## src/rtl/trackball_pkg.sv

```systemverilog
// -----------------------------------------------------------------------------
// trackball_pkg
// Shared types and helpers for the quadrature trackball counter.
//   step_t     : decoded movement between two {A,B} Gray states
//   GRAY_S0..3 : forward Gray sequence 00 -> 01 -> 11 -> 10 -> 00 ({A,B})
//   gray_next  : successor of a Gray state in the forward direction
//   quad_step  : classifies a prev -> cur transition as none/up/down/illegal
// -----------------------------------------------------------------------------
package trackball_pkg;

    typedef enum logic [1:0] {
        STEP_NONE = 2'd0,
        STEP_UP   = 2'd1,
        STEP_DN   = 2'd2,
        STEP_ILL  = 2'd3
    } step_t;

    localparam logic [1:0] GRAY_S0 = 2'b00;
    localparam logic [1:0] GRAY_S1 = 2'b01;
    localparam logic [1:0] GRAY_S2 = 2'b11;
    localparam logic [1:0] GRAY_S3 = 2'b10;

    function automatic logic [1:0] gray_next(input logic [1:0] s);
        logic [1:0] n;
        case (s)
            GRAY_S0: n = GRAY_S1;
            GRAY_S1: n = GRAY_S2;
            GRAY_S2: n = GRAY_S3;
            default: n = GRAY_S0;
        endcase
        return n;
    endfunction

    // A change of both bits at once cannot be ordered, so it is illegal.
    function automatic step_t quad_step(input logic [1:0] prev, input logic [1:0] cur);
        step_t r;
        if (prev == cur) begin
            r = STEP_NONE;
        end else if (cur == gray_next(prev)) begin
            r = STEP_UP;
        end else if (prev == gray_next(cur)) begin
            r = STEP_DN;
        end else begin
            r = STEP_ILL;
        end
        return r;
    endfunction

endpackage

```

## src/rtl/quad_axis.sv

```systemverilog
// -----------------------------------------------------------------------------
// quad_axis
// One quadrature axis: 2-flop synchroniser, per-line glitch filter sampled on
// ce, priming after reset/clear, Gray decode and a wrapping position counter.
// Ports:
//   clk, reset_n : clock, asynchronous active-low reset
//   ce           : filter sample enable
//   a, b         : raw quadrature lines
//   inv          : negate the decoded direction
//   clr          : synchronous clear of count, err and primed state
//   count        : position counter (modulo 2^CNT_W)
//   err          : sticky illegal-transition flag
// -----------------------------------------------------------------------------
module quad_axis #(
    parameter int CNT_W    = 8,
    parameter int FILT_LEN = 3
) (
    input  logic             clk,
    input  logic             reset_n,
    input  logic             ce,
    input  logic             a,
    input  logic             b,
    input  logic             inv,
    input  logic             clr,
    output logic [CNT_W-1:0] count,
    output logic             err
);
    import trackball_pkg::*;

    localparam int              RUN_W    = (FILT_LEN > 1) ? $clog2(FILT_LEN) : 1;
    localparam logic [RUN_W-1:0] RUN_LAST = RUN_W'(FILT_LEN - 1);

    // Line order inside every 2-bit vector is {A, B}.
    logic [1:0]             meta_r;
    logic [1:0]             sync_r;
    logic [1:0]             lvl_r;
    logic [1:0][RUN_W-1:0]  run_r;
    logic [1:0]             prev_r;
    logic                   primed_r;
    logic [CNT_W-1:0]       count_r;
    logic                   err_r;

    step_t                  step_s;
    logic                   inc_s;
    logic                   dec_s;

    // Two-stage synchroniser for the asynchronous A/B lines, runs every clk.
    always_ff @(posedge clk or negedge reset_n) begin
        if (!reset_n) begin
            meta_r <= 2'b00;
            sync_r <= 2'b00;
        end else begin
            meta_r <= {a, b};
            sync_r <= meta_r;
        end
    end

    // Glitch filter: a new level is accepted only after FILT_LEN consecutive
    // differing ce samples; any sample matching the accepted level restarts.
    always_ff @(posedge clk or negedge reset_n) begin
        if (!reset_n) begin
            lvl_r <= 2'b00;
            run_r <= {(2 * RUN_W){1'b0}};
        end else if (ce) begin
            for (int i = 0; i < 2; i++) begin
                if (sync_r[i] != lvl_r[i]) begin
                    if (run_r[i] == RUN_LAST) begin
                        lvl_r[i] <= sync_r[i];
                        run_r[i] <= {RUN_W{1'b0}};
                    end else begin
                        run_r[i] <= run_r[i] + RUN_W'(1);
                    end
                end else begin
                    run_r[i] <= {RUN_W{1'b0}};
                end
            end
        end
    end

    // Direction of the pending transition after the per-axis flip.
    always_comb begin
        step_s = quad_step(prev_r, lvl_r);
        inc_s  = 1'b0;
        dec_s  = 1'b0;
        case (step_s)
            STEP_UP: begin
                inc_s = ~inv;
                dec_s = inv;
            end
            STEP_DN: begin
                inc_s = inv;
                dec_s = ~inv;
            end
            default: begin
                inc_s = 1'b0;
                dec_s = 1'b0;
            end
        endcase
    end

    // Priming, counting and error capture. prev is realigned on clear so the
    // first accepted change afterwards only primes.
    always_ff @(posedge clk or negedge reset_n) begin
        if (!reset_n) begin
            prev_r   <= 2'b00;
            primed_r <= 1'b0;
            count_r  <= {CNT_W{1'b0}};
            err_r    <= 1'b0;
        end else if (clr) begin
            prev_r   <= lvl_r;
            primed_r <= 1'b0;
            count_r  <= {CNT_W{1'b0}};
            err_r    <= 1'b0;
        end else if (lvl_r != prev_r) begin
            prev_r <= lvl_r;
            if (!primed_r) begin
                primed_r <= 1'b1;
            end else if (inc_s) begin
                count_r <= count_r + CNT_W'(1);
            end else if (dec_s) begin
                count_r <= count_r - CNT_W'(1);
            end else if (step_s == STEP_ILL) begin
                err_r <= 1'b1;
            end
        end
    end

    assign count = count_r;
    assign err   = err_r;

endmodule

```

## src/rtl/trackball_quad_counter.sv

```systemverilog
// -----------------------------------------------------------------------------
// trackball_quad_counter
// Multi-axis quadrature trackball interface with a registered CPU read port.
// Ports:
//   clk, reset_n : clock, asynchronous active-low reset
//   ce           : filter sample enable
//   quad_a/b     : raw phase A/B per axis
//   invert       : per-axis direction flip
//   clr          : synchronous clear of all counters and error flags
//   rd, addr     : read strobe and axis select
//   data         : registered read data, held between reads
//   err          : sticky illegal-transition flag per axis
// -----------------------------------------------------------------------------
module trackball_quad_counter #(
    parameter int NUM_AXES = 4,
    parameter int CNT_W    = 8,
    parameter int FILT_LEN = 3,
    parameter int ADDR_W   = 2
) (
    input  logic                clk,
    input  logic                reset_n,
    input  logic                ce,
    input  logic [NUM_AXES-1:0] quad_a,
    input  logic [NUM_AXES-1:0] quad_b,
    input  logic [NUM_AXES-1:0] invert,
    input  logic                clr,
    input  logic                rd,
    input  logic [ADDR_W-1:0]   addr,
    output logic [CNT_W-1:0]    data,
    output logic [NUM_AXES-1:0] err
);
    localparam int SEL_N = 1 << ADDR_W;

    logic [NUM_AXES-1:0][CNT_W-1:0] count_s;
    logic [NUM_AXES-1:0]            err_s;
    logic [SEL_N-1:0][CNT_W-1:0]    sel_s;
    logic [CNT_W-1:0]               data_r;

    for (genvar g = 0; g < NUM_AXES; g++) begin : g_axis
        quad_axis #(
            .CNT_W    (CNT_W),
            .FILT_LEN (FILT_LEN)
        ) u_axis (
            .clk     (clk),
            .reset_n (reset_n),
            .ce      (ce),
            .a       (quad_a[g]),
            .b       (quad_b[g]),
            .inv     (invert[g]),
            .clr     (clr),
            .count   (count_s[g]),
            .err     (err_s[g])
        );
    end

    // Read table padded to the full address space; unused selects read zero.
    always_comb begin
        sel_s = {(SEL_N * CNT_W){1'b0}};
        for (int i = 0; i < NUM_AXES; i++) begin
            sel_s[i] = count_s[i];
        end
    end

    // Read register: captures the counter as it was before this edge.
    always_ff @(posedge clk or negedge reset_n) begin
        if (!reset_n) begin
            data_r <= {CNT_W{1'b0}};
        end else if (rd) begin
            data_r <= sel_s[addr];
        end
    end

    assign data = data_r;
    assign err  = err_s;

endmodule

```

## config.mk

```make
export PLATFORM = sky130hd
export DESIGN_NAME = trackball_quad_counter
export DESIGN_NICKNAME = d
export VERILOG_FILES = /design/src/rtl/trackball_pkg.sv /design/src/rtl/quad_axis.sv /design/src/rtl/trackball_quad_counter.sv
export SDC_FILE = /design/constraint.sdc
export NUM_CORES = 1
export LEC_CHECK = 0
export CORE_AREA = 4 4 108 110
export CTS_CLUSTER_DIAMETER = 30
export DETAILED_ROUTE_END_ITERATION = 6
export DIE_AREA = 0 0 112 114
export GPL_TIMING_DRIVEN = 0
export PLACE_DENSITY = 0.67
export SLEW_MARGIN = 20
export SYNTH_ARGS = -nofsm -noshare
export SYNTH_HDL_FRONTEND = slang
export SYNTH_SLANG_ARGS = --single-unit
```

## constraint.sdc

```tcl
create_clock -name clk -period 4 [get_ports clk]
set_input_delay 0.6 -clock clk [delete_from_list [all_inputs] [get_ports clk]]
set_output_delay 0.6 -clock clk [all_outputs]
set_load 0.03 [all_outputs]
```

==> results.py <==
metrics = {
    "clocking": {
        "ctsRootBufferMaster": "clkbuf_8",
        "cts_buffers": 9,
        "cts_tree": "done",
        "path_clk_slew_ns": 0.10,
        "cts_buffer_depth": 2,
        "hold_buffers": 0,
        "cts_sinks": 96,
        "cts_setup_buffers": 0,
        "clock_latency_ns": 0.37,
        "cts_resized": 0,
        "cts_max_level": 3,
    },
    "sta": {
        "hold_viol": 0,
        "rsz0062_at_grt": "no",
        "fmax_mhz": 293,
        "period_needed_ns": 3.42,
        "slew_headroom_pct": 49.6,
        "finClkSkew_ns": 0.00853,
        "tightest_slew_ns": 0.753,
        "layout_setup_ws_ns": 0.584,
        "finalSetupViolCount": 0,
        "setup_tns_ns": 0,
        "fin_crit_sh_pct": 85.4,
        "finalMaxSlewViolations": 0,
    },
    "worst_hold_path": {
        "hold_class": "in -> async",
    },
    "grt": {
        "grt-ovfl-total": 0,
        "grt_start_max_net_pins": 69,
        "grt_pass1_wl_microns": 18000,
        "first_global_vias": 3724,
        "grt_usage_pct": 17.5,
        "antenna_found_initial": 0,
    },
    "final_layout": {
        "finalNetCount": 576,
        "antenna_cells": 0,
        "fillers": 963,
        "syn_to_final_growth_pct": 12.5,
        "drive_gt1_share_pct": 10.4,
    },
    "logic_synthesis": {
        "yosysWarnings": 0,
        "ys_seq_area_share_pct": 46.2,
        "ys_types": 50,
        "async_reset_ff_share_pct": 100,
        "synth-edff-count": 0,
        "postSynthCellCount": 495,
        "synth.net_count": 538,
        "synth_seq_cells": 96,
        "syn_area_per_cell_sq_um": 10.5,
        "synthFlopType": "dfrtp_1",
        "synth_area_sq_um": 5200,
    },
    "route": {
        "wl_per_cell_microns": 15.3,
        "drt_iter0_drc": 160,
        "viasPerCell": 5.45,
        "vias": 3697,
        "drtAntennaViolNets": 0,
        "drc_errors": 0,
        "wl_microns": 10400,
        "first_pass_iters": 5,
    },
    "power": {
        "p_leak_nw": 2.65,
        "peakVddDrop_uv": 422,
        "power-per-cell-area_nw_per_um2": 894,
        "finalPower_mw": 5.22,
    },
    "flow_run": {
        "drv_cap": 0,
    },
    "placed_design": {
        "post-place-ws_ns": 0.231,
        "dpl.hpwl_microns": 7670,
        "io_buffer_count": 26,
        "gp_congestion": 0.828,
    },
    "setup_path": {
        "critPathLaunchType": "flip-flop",
        "slowest_stage": "nor2_1",
        "path_common_cell": "nor2_1",
        "critPathMaxFanout": 11,
        "critical_path.max_stage_delay_ns": 0.59,
        "critical_path.endpoint_type": "flip-flop",
        "cp.arrival_ns": 3.67,
        "worst_ep_required_time_ns": 4.26,
        "crit_chain": "xor2_1, and3_1, nor2_1, ha_1, o21a_1, nor2_1, nor2_1, a41oi_1, nor3_1, a211oi_1, mux2_2",
        "crit_type": "reg -> reg",
    },
    "die": {
        "dieArea_sq_um": 12800,
        "start_util_pct": 48.6,
        "core_area_sq_um": 10700,
        "ios": 31,
        "std_cell_rows": 38,
        "die_y_microns": 114,
        "die_w_microns": 112,
    },
    "run_status": {
        "status": "finished clean",
    },
}
==> cells by family after synthesis <==
family / Yosys count / synth area share (%)
AND/OR/NAND/NOR: 127 / 11.2
flip-flops: 96 / 46.2
AO/OA/AOI/OAI: 90 / 11.6
XOR/XNOR: 57 / 9.61
buffers and inverters: 55 / 4.43
multiplexers: 46 / 11.2
adder cells (fa/ha/maj): 24 / 5.78
==> cell type report <==
class / instances / area (sq um) / area share, %
multi-input cells: 344 / 2560 / 43.9
plain buffers: 29 / 133 / 2.27
inverters: 26 / 97.6 / 1.67
clock buffers: 10 / 128 / 2.18
flip-flops and latches: 96 / 2400 / 41.1
well taps: 140 / 175 / 3.00
clock inverters: 6 / 57.6 / 0.985
repair buffers: 27 / 289 / 4.94
==> where the power goes <==
| part | total (mW) | switching [mW] | internal, mW | leakage (nW) |
|---|---|---|---|---|
| Combinational | 3.11 | 1.70 | 1.41 | 1.32 |
| Sequential | 1.51 | 0.250 | 1.26 | 1.23 |
| Clock | 0.611 | 0.369 | 0.242 | 0.0953 |
| Total | 5.22 | 2.32 | 2.91 | 2.65 |
==> through the flow <==
stage,cells,cell area (sq um),util (%),hold slack [ns]
final,678,5850,54.6,0.0860
after floorplan,495,5200,-,0.304
after global placement,661,5630,52.6,0.334
after detailed placement,662,5660,52.9,0.336
after global routing,678,5850,54.6,0.0892
after CTS,678,5850,54.6,0.0867
==> state kept, by name, summed over array words and instances (netlist names) <==
| register | flops |
|---|---|
| g_axis.u_axis.prev_r | 8 |
| g_axis.u_axis.primed_r | 4 |
| g_axis.u_axis.lvl_r | 8 |
| g_axis.u_axis.meta_r | 8 |
| data | 8 |
| g_axis.u_axis.run_r | 16 |
| g_axis.u_axis.err | 4 |
| g_axis.u_axis.sync_r | 8 |
| g_axis.u_axis.count | 32 |
==> routing by layer <==
layer  routed length, microns  share of wire (%)  up-vias  track usage, %
li1                         -                  -     1817               -
met1                     4670                 45     1790            23.0
met2                     5090                 49       78            29.4
met3                      425                4.1       12            3.82
met4                      180                1.7        0            4.73
met5                        0                  0        -               0
==> final timing paths <==
check                           slack, ns                             startpoint  depth (start not counted)                                     to
worst min register to register       0.36   g_axis[3].u_axis.meta_r[1]$_DFF_PN0_                          0   g_axis[3].u_axis.sync_r[1]$_DFF_PN0_
worst max-delay path                 0.58  g_axis[3].u_axis.lvl_r[1]$_DFFE_PN0P_                         11  g_axis[3].u_axis.count[7]$_DFFE_PN0P_
min in group clk                     0.36   g_axis[3].u_axis.meta_r[1]$_DFF_PN0_                          0   g_axis[3].u_axis.sync_r[1]$_DFF_PN0_
max in group asynchronous            3.29                                reset_n                          2  g_axis[2].u_axis.count[1]$_DFFE_PN0P_
worst min-delay path                 0.09                                reset_n                          1  g_axis[0].u_axis.count[6]$_DFFE_PN0P_
worst max register to register       0.58  g_axis[3].u_axis.lvl_r[1]$_DFFE_PN0P_                         11  g_axis[3].u_axis.count[7]$_DFFE_PN0P_
==> cell usage in the layout (no fill, tap or decap), types with 2 or more instances in the layout <==
| master | n |
|---|---|
| dfrtp_1 | 96 |
| nor2_1 | 49 |
| xor2_1 | 32 |
| inv_1 | 26 |
| xnor2_1 | 25 |
| nand2_1 | 25 |
| clkdlybuf4s50_1 | 25 |
| ha_1 | 24 |
| a21oi_1 | 23 |
| clkbuf_1 | 21 |
| mux2i_1 | 20 |
| nand3_1 | 19 |
| mux2_2 | 18 |
| o21ai_0 | 12 |
| nor3_1 | 9 |
| o22ai_1 | 9 |
| clkbuf_8 | 9 |
| mux4_2 | 8 |
| o31ai_1 | 8 |
| o21a_1 | 8 |
| or3_1 | 6 |
| a31oi_1 | 6 |
| a211oi_1 | 5 |
| and2_1 | 4 |
| buf_4 | 4 |
| buf_2 | 3 |
| and3_1 | 3 |
| nand2b_1 | 3 |
| a41oi_1 | 3 |
| nor2b_1 | 3 |
| o21bai_1 | 2 |
| a21o_1 | 2 |
| inv_6 | 2 |
| clkinv_4 | 2 |
| inv_8 | 2 |
==> cell usage after synthesis, types with 2 or more instances <==
library cell  instances  area, sq um
a21oi_1              23          115
a211oi_1              5         37.5
a41oi_1               3         26.3
nor2_1               49          184
nand3_1              19         95.1
clkbuf_1             20         75.1
a31oi_1               6         37.5
nand2_1              25         93.8
nand2b_1              3         18.8
xnor2_1              25          219
nor2b_1               3         18.8
o31ai_1               8         60.1
and2_1                4         25.0
a21o_1                2         15.0
xor2_1               32          280
inv_1                26         97.6
or3_1                 6         37.5
buf_2                 3         15.0
mux2_2               18          203
ha_1                 24          300
o21a_1                8         60.1
and3_1                3         18.8
dfrtp_1              96         2400
nor3_1                9         45.0
buf_4                 4         30.0
o21bai_1              2         15.0
mux2i_1              20          200
o21ai_0              12         60.1
o22ai_1               9         56.3
mux4_2                8          180
==> critical path: cells and delay by family (launching register included) <==
family	cells	cell delay, ns
DFF	1	0.46
and+or+nand+nor	5	1.09
AOI/OAI and AO/OA	3	0.80
adders and majority gates	1	0.40
muxes	1	0.37
xor gates and xnor gates	1	0.17
Note: power is estimated with default switching activity, not from simulation.
